<file path="src/rtl/mem_arb_pkg.sv">
// mem_arb_pkg: shared types and constants for the instruction/data memory
// arbiter. It holds the FSM state enum, the grant-select enum and the
// doubleword alignment mask applied to every memory address.
package mem_arb_pkg;

   typedef enum logic [1:0] {
      IDLE,
      I_WAIT,
      D_WAIT
   } arb_state_e;

   typedef enum logic [1:0] {
      GNT_NONE,
      GNT_I,
      GNT_D
   } gnt_sel_e;

   // Clears byte-offset bits [2:0] so the result is a 64-bit word address.
   localparam logic [63:0] ALIGN_MASK = 64'hFFFF_FFFF_FFFF_FFF8;

   // Width of the starvation counter. It is wide enough for MAX_DWIN up to 15.
   localparam int unsigned DWIN_W = 4;

endpackage

</file>
<file path="src/rtl/mem_arb_pick.sv">
// mem_arb_pick: grant decision for the memory arbiter.
//   clk, rst  : clock, asynchronous active-low reset
//   idle      : arbiter FSM is in IDLE, so a grant may be issued
//   i_req/i_done, d_req/d_done : requests and their registered done pulses
//   gnt       : combinational grant select (GNT_NONE / GNT_I / GNT_D)
// Data has priority over fetch. A registered counter of consecutive data
// grants forces a fetch grant once it reaches MAX_DWIN.
module mem_arb_pick
   import mem_arb_pkg::*;
#(
   parameter int unsigned MAX_DWIN = 4
) (
   input  logic     clk,
   input  logic     rst,
   input  logic     idle,
   input  logic     i_req,
   input  logic     i_done,
   input  logic     d_req,
   input  logic     d_done,
   output gnt_sel_e gnt
);

   localparam logic [DWIN_W-1:0] DWIN_MAX = DWIN_W'(MAX_DWIN);

   logic [DWIN_W-1:0] dwin_q, dwin_d;
   logic              i_elig, d_elig, starve;

   always_comb begin
      // A request is not eligible in its own done cycle. This stops a
      // requester that still holds req high from being issued a second time.
      i_elig = i_req & ~i_done;
      d_elig = d_req & ~d_done;
      starve = i_elig & (dwin_q == DWIN_MAX);

      gnt = GNT_NONE;
      if (idle) begin
         if (d_elig && !starve) begin
            gnt = GNT_D;
         end else if (i_elig) begin
            gnt = GNT_I;
         end
      end

      dwin_d = dwin_q;
      if (!i_req || gnt == GNT_I) begin
         dwin_d = '0;
      end else if (gnt == GNT_D && dwin_q != DWIN_MAX) begin
         dwin_d = dwin_q + DWIN_W'(1);
      end
   end

   always_ff @(posedge clk or negedge rst) begin
      if (!rst) begin
         dwin_q <= '0;
      end else begin
         dwin_q <= dwin_d;
      end
   end

endmodule

</file>
<file path="src/rtl/mem_arbiter.sv">
// mem_arbiter: shares one single-ported 64-bit memory between the fetch
// port and the data (ld/sd) port.
//   clk, rst                         : clock, asynchronous active-low reset
//   i_req/i_addr/i_flush             : fetch request, byte address, branch flush
//   i_done/i_rdata                   : fetch completion pulse, 32-bit instruction
//   d_req/d_we/d_addr/d_wdata        : data request (load/store)
//   d_done/d_rdata                   : data completion pulse, load data
//   m_req/m_we/m_addr/m_wdata        : registered memory request fields
//   m_ack/m_rdata                    : memory completion, read data
//   stall_if/stall_mem               : combinational pipeline stalls
module mem_arbiter
   import mem_arb_pkg::*;
#(
   parameter int unsigned ADDR_W   = 64,
   parameter int unsigned DATA_W   = 64,
   parameter int unsigned MAX_DWIN = 4
) (
   input  logic              clk,
   input  logic              rst,
   input  logic              i_req,
   input  logic [ADDR_W-1:0] i_addr,
   input  logic              i_flush,
   output logic              i_done,
   output logic [31:0]       i_rdata,
   input  logic              d_req,
   input  logic              d_we,
   input  logic [ADDR_W-1:0] d_addr,
   input  logic [DATA_W-1:0] d_wdata,
   output logic              d_done,
   output logic [DATA_W-1:0] d_rdata,
   output logic              m_req,
   output logic              m_we,
   output logic [ADDR_W-1:0] m_addr,
   output logic [DATA_W-1:0] m_wdata,
   input  logic              m_ack,
   input  logic [DATA_W-1:0] m_rdata,
   output logic              stall_if,
   output logic              stall_mem
);

   localparam logic [ADDR_W-1:0] A_MASK = ~ADDR_W'(~ALIGN_MASK);

   arb_state_e        state_q, state_d;
   logic              m_req_q, m_req_d;
   logic              m_we_q, m_we_d;
   logic [ADDR_W-1:0] m_addr_q, m_addr_d;
   logic [DATA_W-1:0] m_wdata_q, m_wdata_d;
   logic              i_done_q, i_done_d;
   logic              d_done_q, d_done_d;
   logic [31:0]       i_rdata_q, i_rdata_d;
   logic [DATA_W-1:0] d_rdata_q, d_rdata_d;
   logic              flush_pend_q, flush_pend_d;
   gnt_sel_e          gnt;

   mem_arb_pick #(
      .MAX_DWIN(MAX_DWIN)
   ) u_pick (
      .clk   (clk),
      .rst   (rst),
      .idle  (state_q == IDLE),
      .i_req (i_req),
      .i_done(i_done_q),
      .d_req (d_req),
      .d_done(d_done_q),
      .gnt   (gnt)
   );

   always_comb begin
      state_d      = state_q;
      m_req_d      = m_req_q;
      m_we_d       = m_we_q;
      m_addr_d     = m_addr_q;
      m_wdata_d    = m_wdata_q;
      i_done_d     = 1'b0;
      d_done_d     = 1'b0;
      i_rdata_d    = i_rdata_q;
      d_rdata_d    = d_rdata_q;
      flush_pend_d = flush_pend_q;

      case (state_q)
         IDLE: begin
            case (gnt)
               GNT_D: begin
                  state_d   = D_WAIT;
                  m_req_d   = 1'b1;
                  m_we_d    = d_we;
                  m_addr_d  = d_addr & A_MASK;
                  m_wdata_d = d_wdata;
               end
               GNT_I: begin
                  state_d  = I_WAIT;
                  m_req_d  = 1'b1;
                  m_we_d   = 1'b0;
                  m_addr_d = i_addr & A_MASK;
               end
               default: ;
            endcase
         end
         I_WAIT: begin
            if (m_ack) begin
               state_d      = IDLE;
               m_req_d      = 1'b0;
               i_rdata_d    = i_addr[2] ? m_rdata[63:32] : m_rdata[31:0];
               // A flush seen during the wait or in the ack cycle itself
               // lets the memory transaction complete but discards its result.
               i_done_d     = ~(flush_pend_q | i_flush);
               flush_pend_d = 1'b0;
            end else begin
               flush_pend_d = flush_pend_q | i_flush;
            end
         end
         D_WAIT: begin
            if (m_ack) begin
               state_d  = IDLE;
               m_req_d  = 1'b0;
               d_done_d = 1'b1;
               if (!m_we_q) begin
                  d_rdata_d = m_rdata;
               end
            end
         end
         default: state_d = IDLE;
      endcase
   end

   always_ff @(posedge clk or negedge rst) begin
      if (!rst) begin
         state_q      <= IDLE;
         m_req_q      <= 1'b0;
         m_we_q       <= 1'b0;
         m_addr_q     <= '0;
         m_wdata_q    <= '0;
         i_done_q     <= 1'b0;
         d_done_q     <= 1'b0;
         i_rdata_q    <= '0;
         d_rdata_q    <= '0;
         flush_pend_q <= 1'b0;
      end else begin
         state_q      <= state_d;
         m_req_q      <= m_req_d;
         m_we_q       <= m_we_d;
         m_addr_q     <= m_addr_d;
         m_wdata_q    <= m_wdata_d;
         i_done_q     <= i_done_d;
         d_done_q     <= d_done_d;
         i_rdata_q    <= i_rdata_d;
         d_rdata_q    <= d_rdata_d;
         flush_pend_q <= flush_pend_d;
      end
   end

   assign m_req     = m_req_q;
   assign m_we      = m_we_q;
   assign m_addr    = m_addr_q;
   assign m_wdata   = m_wdata_q;
   assign i_done    = i_done_q;
   assign d_done    = d_done_q;
   assign i_rdata   = i_rdata_q;
   assign d_rdata   = d_rdata_q;
   assign stall_if  = i_req & ~i_done_q;
   assign stall_mem = d_req & ~d_done_q;

endmodule

</file>
<file path="config.mk">
export PLATFORM = sky130hd
export DESIGN_NAME = mem_arbiter
export DESIGN_NICKNAME = d
export VERILOG_FILES = /design/src/rtl/mem_arb_pkg.sv /design/src/rtl/mem_arb_pick.sv /design/src/rtl/mem_arbiter.sv
export SDC_FILE = /design/constraint.sdc
export NUM_CORES = 1
export LEC_CHECK = 0
export BUFFER_PORTS_ARGS = -buffer_cell sky130_fd_sc_hd__buf_2
export CAP_MARGIN = 25
export CORE_AREA = 2 2 190 192
export CTS_BUF_LIST = sky130_fd_sc_hd__clkbuf_16
export CTS_CLUSTER_DIAMETER = 50
export CTS_CLUSTER_SIZE = 30
export DETAILED_ROUTE_END_ITERATION = 16
export DIE_AREA = 0 0 192 194
export GPL_TIMING_DRIVEN = 0
export PLACE_DENSITY = 0.59
export SYNTH_ARGS = -nofsm -noshare
export SYNTH_HDL_FRONTEND = slang
export SYNTH_SLANG_ARGS = --single-unit
</file>
<file path="constraint.sdc">
create_clock -name clk -period 2.8 [get_ports clk]
set_input_delay 0.84 -clock clk [delete_from_list [all_inputs] [get_ports clk]]
set_output_delay 0.84 -clock clk [all_outputs]
set_load 0.01 [all_outputs]
</file>
**After elaboration in Yosys (flattened, before gate mapping)**

Cells that the tools add are included.

- Register bits after elaboration: 235
- Input port bits: 263
- Logic and storage cells: 65

- Add/sub/neg operators: 1
- Eq/ne operators: 9
- Muxes and demuxes: 19
- Bitwise logic cells: 8
- Reductions and logical operators: 17

Operators with widths:

| cell | count |
|---|---|
| $pmux W64 S2 | 1 |
| $mux W32 | 1 |
| $mux W1 | 8 |
| $mux W4 | 2 |
| $pmux W2 S2 | 2 |
| $reduce_and A2 Y1 | 4 |
| $mux W2 | 3 |
| $reduce_and A3 Y1 | 2 |
| $reduce_bool A2 Y1 | 3 |
| $add A4 B1 Y4 const B | 1 |
| $eq A2 B1 Y1 const B | 2 |
| $eq A2 B2 Y1 const B | 2 |
| $eq A4 B3 Y1 const B | 1 |
| $ne A4 B3 Y1 const B | 1 |
| $not A1 Y1 | 4 |
| $pmux W1 S2 | 2 |
| $reduce_or A2 Y1 | 2 |
| $and A1 B1 Y1 | 3 |
| $ne A3 B3 Y1 const B | 1 |
| $logic_and A1 B1 Y1 | 2 |
| $logic_not A1 Y1 | 2 |
| $logic_not A2 Y1 | 1 |
| $ne A2 B1 Y1 const B | 1 |
| $ne A2 B2 Y1 const B | 1 |
| other kinds (2) | 2 |

**Logic depth before layout (Yosys ltp)**

- Depth after elaboration: 11
- Gate-level depth with buffers: 12

**Modules after synthesis**

Synthesis repeated with hierarchy kept, for this count alone.

- Cells, all modules: 752
- Area, all modules: 10060.9 um2

By module, submodules not included:

| module | times used | cells an instance | area each (um2) |
|---|---|---|---|
| mem_arbiter | 1 | 720 | 9741.8 |
| mem_arb_pick | 1 | 32 | 319.1 |

**Worst setup path before layout**

No wires, ideal clock.

- Kind: input to register
- From: input port i_req
- To: register m_addr_q[45], in the netlist m_addr[45]
- Library setup time: 134 ps
- Arrival: 2361 ps
- Required time: 2666 ps
- Setup slack: 305 ps
- Stages on the path: 9
- Path buffers: 3
- Cells stage by stage: nor2b_1 -> nand3_1 -> ha_1 -> nand2b_1 -> buf_2 -> buf_4 -> buf_2 -> nand2_1 -> o21ai_0

- Cells in the longest elaborated chain, start to end: 9

RTL lines:

| element | line | source |
|---|---|---|
| start: declaration | mem_arbiter.sv:20 | `input logic i_req,` |
| $and A1 B1 Y1 (*) | mem_arb_pick.sv:31 | `i_elig = i_req & ~i_done;` |
| $and A1 B1 Y1 | mem_arb_pick.sv:33 | `starve = i_elig & (dwin_q == DWIN_MAX);` |
| $logic_not A1 Y1 | mem_arb_pick.sv:37 | `if (d_elig && !starve) begin` |
| $logic_and A1 B1 Y1 | mem_arb_pick.sv:37 |  |
| $mux W2 (*) | mem_arb_pick.sv:37 |  |
| $mux W2 (*) | mem_arb_pick.sv:36 | `if (idle) begin` |
| $eq A2 B2 Y1 or $eq A2 B1 Y1 (tied branches) | mem_arbiter.sv:82 | `case (gnt)` |
| $reduce_bool A2 Y1 (no line) | - |  |
| $reduce_and A2 Y1 (no line) | - |  |
| end signal: assignment | mem_arbiter.sv:142 | `m_addr_q <= m_addr_d;` |
| end: declaration | mem_arbiter.sv:46 | `logic [ADDR_W-1:0] m_addr_q, m_addr_d;` |

Every way passes the cells marked *; elsewhere a longest branch is shown, timed or not. The select of a mux whose other input is x is not followed.
A chain may end at the register's enable or synchronous reset.

**Worst setup path in the final report**

- From: register u_pick.dwin_q[0]
- To: register m_addr_q[37], in the netlist m_addr[37]

- Cells in the longest elaborated chain, start to end: 9

RTL lines:

| element | line | source |
|---|---|---|
| start: declaration | mem_arb_pick.sv:25 | `logic [DWIN_W-1:0] dwin_q, dwin_d;` |
| start signal: assignment | mem_arb_pick.sv:56 | `dwin_q <= dwin_d;` |
| $eq A4 B3 Y1 (*) | mem_arb_pick.sv:33 |  |
| $and A1 B1 Y1 (*) | mem_arb_pick.sv:33 |  |
| $logic_not A1 Y1 (*) | mem_arb_pick.sv:37 |  |
| $logic_and A1 B1 Y1 (*) | mem_arb_pick.sv:37 |  |
| $mux W2 (*) | mem_arb_pick.sv:37 |  |
| $mux W2 (*) | mem_arb_pick.sv:36 |  |
| $eq A2 B2 Y1 or $eq A2 B1 Y1 (tied branches) | mem_arbiter.sv:82 |  |
| $reduce_bool A2 Y1 (no line) | - |  |
| $reduce_and A2 Y1 (no line) | - |  |

Marked as above.

==> qor.csv <==
stage,metric,value,unit
floorplan,initial_core_util,28.32,%
worst_setup_path,critPathMostFrequentCell,ha_1,
clocking,cts_tree,yes,
synthesis,synthDistinctLibCells,36,
sta,drv_slew,0,
placed_design,dp.final_hpwl,24.12,mm
worst_setup_path,reg2reg_slack,0.26,ns
clocking,cts_max_level,1,
worst_setup_path,critPathKind,reg -> reg,
global_route,grt-ovfl-total,0,
power,p_leak,7.214,nW
worst_setup_path,r2r-end,m_addr[37]$_DFFE_PN0P_,
global_route,grt_pass1_wl,46.42,mm
worst_hold_path,hp-class,in -> async,
synthesis,synth_cells,748,
synthesis,syn_area_per_cell,13.33,um2
route,drt_pass1_iterations,4,
placed_design,dpl.cell_count,1696,
floorplan,die-area,37250,um2
worst_setup_path,arrival,2.95,ns
sta,period_minus_slack,2.542,ns
worst_setup_path,start_kind,flip-flop,
sta,clock_skew,0.02436,ns
clocking,clk-insertion-delay-late,0.55,ns
floorplan,die_w,192,um
route,routed_wl,31.40,mm
clocking,clk_pin_slew_worst_paths,0.07,ns
sta,fin_tns_setup,0,ns
synthesis,yosysMostFrequentCell,dfrtp_1,
layout,syn_to_final_growth,40.47,%
synthesis,ys_seq_elements,232,
sta,worstMarginPinSlew,0.6201,ns
placed_design,port_buffers,483,
synthesis,synth.top_cell.area_share,58.20,%
synthesis,synth_edf_count,0,
synthesis,yosys-top-cells-area,"dfrtp_1, mux2i_1, mux2_4",
floorplan,placementRows,69,
sta,hold_violations,0,
power,peakVddDrop,646.3,uV
global_route,grt_pass1_vias,8013,
sta,max_freq,393.3,MHz
power,power_density,1190,nW/um2
global_route,grt_usage,16.08,%
route,drtAntennaViolNets,0,
synthesis,yosysWarnings,0,
worst_setup_path,required,3.20,ns
floorplan,die_y,194,um
layout,layout.nets,1535,
clocking,cts_buffers,28,
worst_setup_path,cp_cell_sequence,inv_1 -> ha_1 -> nand3b_1 -> nand2_1 -> nand3_1 -> ha_1 -> nand2b_1 -> buf_2 -> clkbuf_1 -> o21ai_0,
worst_setup_path,slowest_stage,dfrtp_1,
route,wl_per_cell,17.95,um
synthesis,synth-async-reset-ratio,100.0,%
clocking,cts_root_buf,clkbuf_16,
worst_setup_path,critPathCaptureType,flip-flop,
floorplan,io_pins,493,
global_route,antenna_found_initial,3,
flow_run,cap_violations,0,
sta,period_share,90.80,%
clocking,cts_hold_buffers,0,
route,drc,0,
layout,final_cells,1749,
synthesis,ys_seq_area_share,58.20,%
route,num_vias,7802,
sta,fin_hold_ws,0.1098,ns
synthesis,yosys-top-cells-count,"dfrtp_1, mux2i_1, nand2_1",
worst_setup_path,rr_worst_depth,10,
floorplan,core,35220,um2
sta,rsz0062_at_grt,false,
placed_design,gp_congestion,0.8225,
sta,relSlewSlack,58.66,%
synthesis,syn_area,9975,um2
synthesis,synth_ff_type,dfrtp_1,
clocking,clock-sinks,232,
outcome,status,finished clean,
synthesis,yosys.area.top_type,dfrtp_1,
clocking,clockBufferDepth,3,
layout,drive_above_1_share,54.86,%
worst_setup_path,cp_max_fo,10,
sta,finalSetupViolCount,0,
route,drt_iter0_markers,209,
route,via_per_inst,4.461,
worst_setup_path,rr_startpoint,u_pick.dwin_q[0]$_DFFE_PN0P_,
global_route,grt_max_degree,119,
worst_setup_path,cpPeakStageDelay,0.40,ns
power,total_power,16.67,mW
==> stage by stage <==
| step | cell area (um2) | utilization (%) | setup WS, ns |
|---|---|---|---|
| after CTS | 14000 | 39.73 | 0.1300 |
| after global routing | 14010 | 39.77 | 0.01786 |
| after detailed placement | 13040 | 37.02 | -0.2392 |
| final | 14010 | 39.78 | 0.2576 |
| after floorplan | 9982 | - | 0.3054 |
| after global placement | 12980 | 36.84 | -3.336 |
==> worst max path at each step <==
stage                            startpoint                       to  slack (ns)  cells past startpoint
6_report       u_pick.dwin_q[0]$_DFFE_PN0P_   m_addr[37]$_DFFE_PN0P_        0.26                     10
5_1_grt        u_pick.dwin_q[0]$_DFFE_PN0P_   m_addr[12]$_DFFE_PN0P_        0.02                     11
4_1_cts        u_pick.dwin_q[0]$_DFFE_PN0P_   m_addr[46]$_DFFE_PN0P_        0.13                     12
3_5_place_dp                          d_req   m_addr[51]$_DFFE_PN0P_       -0.24                     11
3_3_place_gp                            rst  m_wdata[52]$_DFFE_PN0P_       -3.34                      1
2_1_floorplan                         i_req   m_addr[45]$_DFFE_PN0P_        0.31                      9
==> power by group <==
group | internal, mW | switching (mW)
clock network | 2.12 | 1.57
logic | 3.41 | 3.63
registers | 5.05 | 0.878
total | 10.6 | 6.09
==> critical path, delay by kind of cell, from the launching register on <==
kind	cells	cell delay [ns]
buf+inv	3	0.70
fa+ha+maj	2	0.58
simple gates	4	0.54
flops	1	0.40
compound gates	1	0.17
==> state kept, by name (all words and copies together), names as in the netlist, 2 cells and up <==
signal         cells
m_addr            61
i_rdata           32
m_wdata           64
state_q            2
u_pick.dwin_q      4
d_rdata           64
==> area by class of cell <==
class / count / area [um2]
buffer: 50 / 380.4
clock inverter: 21 / 229.0
timing repair buffer: 485 / 2482
sequential: 232 / 5806
multi-input combinational: 463 / 3785
inverter: 5 / 18.77
fill: 3507 / 21210
antenna: 3 / 7.507
clock buffer: 29 / 725.7
tap: 461 / 576.8
==> layout by cell type, fill, tap and decap left out, types with 3 or more instances in the layout <==
| cell type | count |
|---|---|
| a21o_1 | 3 |
| a21oi_1 | 39 |
| buf_12 | 7 |
| buf_2 | 505 |
| buf_4 | 10 |
| clkbuf_1 | 7 |
| clkbuf_16 | 29 |
| clkinv_2 | 4 |
| clkinv_4 | 4 |
| clkinv_8 | 3 |
| conb_1 | 3 |
| dfrtp_1 | 232 |
| diode_2 | 3 |
| ha_1 | 7 |
| inv_1 | 5 |
| inv_6 | 4 |
| mux2_1 | 5 |
| mux2_2 | 63 |
| mux2_4 | 60 |
| mux2i_1 | 93 |
| nand2_1 | 70 |
| nand3_1 | 4 |
| nor2_1 | 34 |
| o21ai_0 | 48 |
| o21ai_1 | 15 |
==> cell families (layout without fill, tap and decap cells) <==
| group | Yosys count | in the layout | share of synthesized area, % |
|---|---|---|---|
| adders and majority gates | 7 | 7 | 0.8780 |
| buffers and inverters | 55 | 590 | 3.926 |
| AOI/OAI and AO/OA | 109 | 109 | 5.682 |
| and+or+nand+nor | 123 | 123 | 5.231 |
| other | 1 | 6 | 0.03760 |
| DFF | 232 | 232 | 58.20 |
| muxes | 221 | 221 | 26.04 |
==> timing repair <==
action,CTS,global route
resized for setup,0,4
setup buffers,0,0
endpoints found under the setup margin,0,8
==> metal layers <==
layer,global-route usage (%),routed length (um)
met2,28.93,15750
met3,4.018,2730
met4,4.806,732
met5,0,0
met1,18.68,12180
Note: power is estimated with default switching activity, not from simulation.
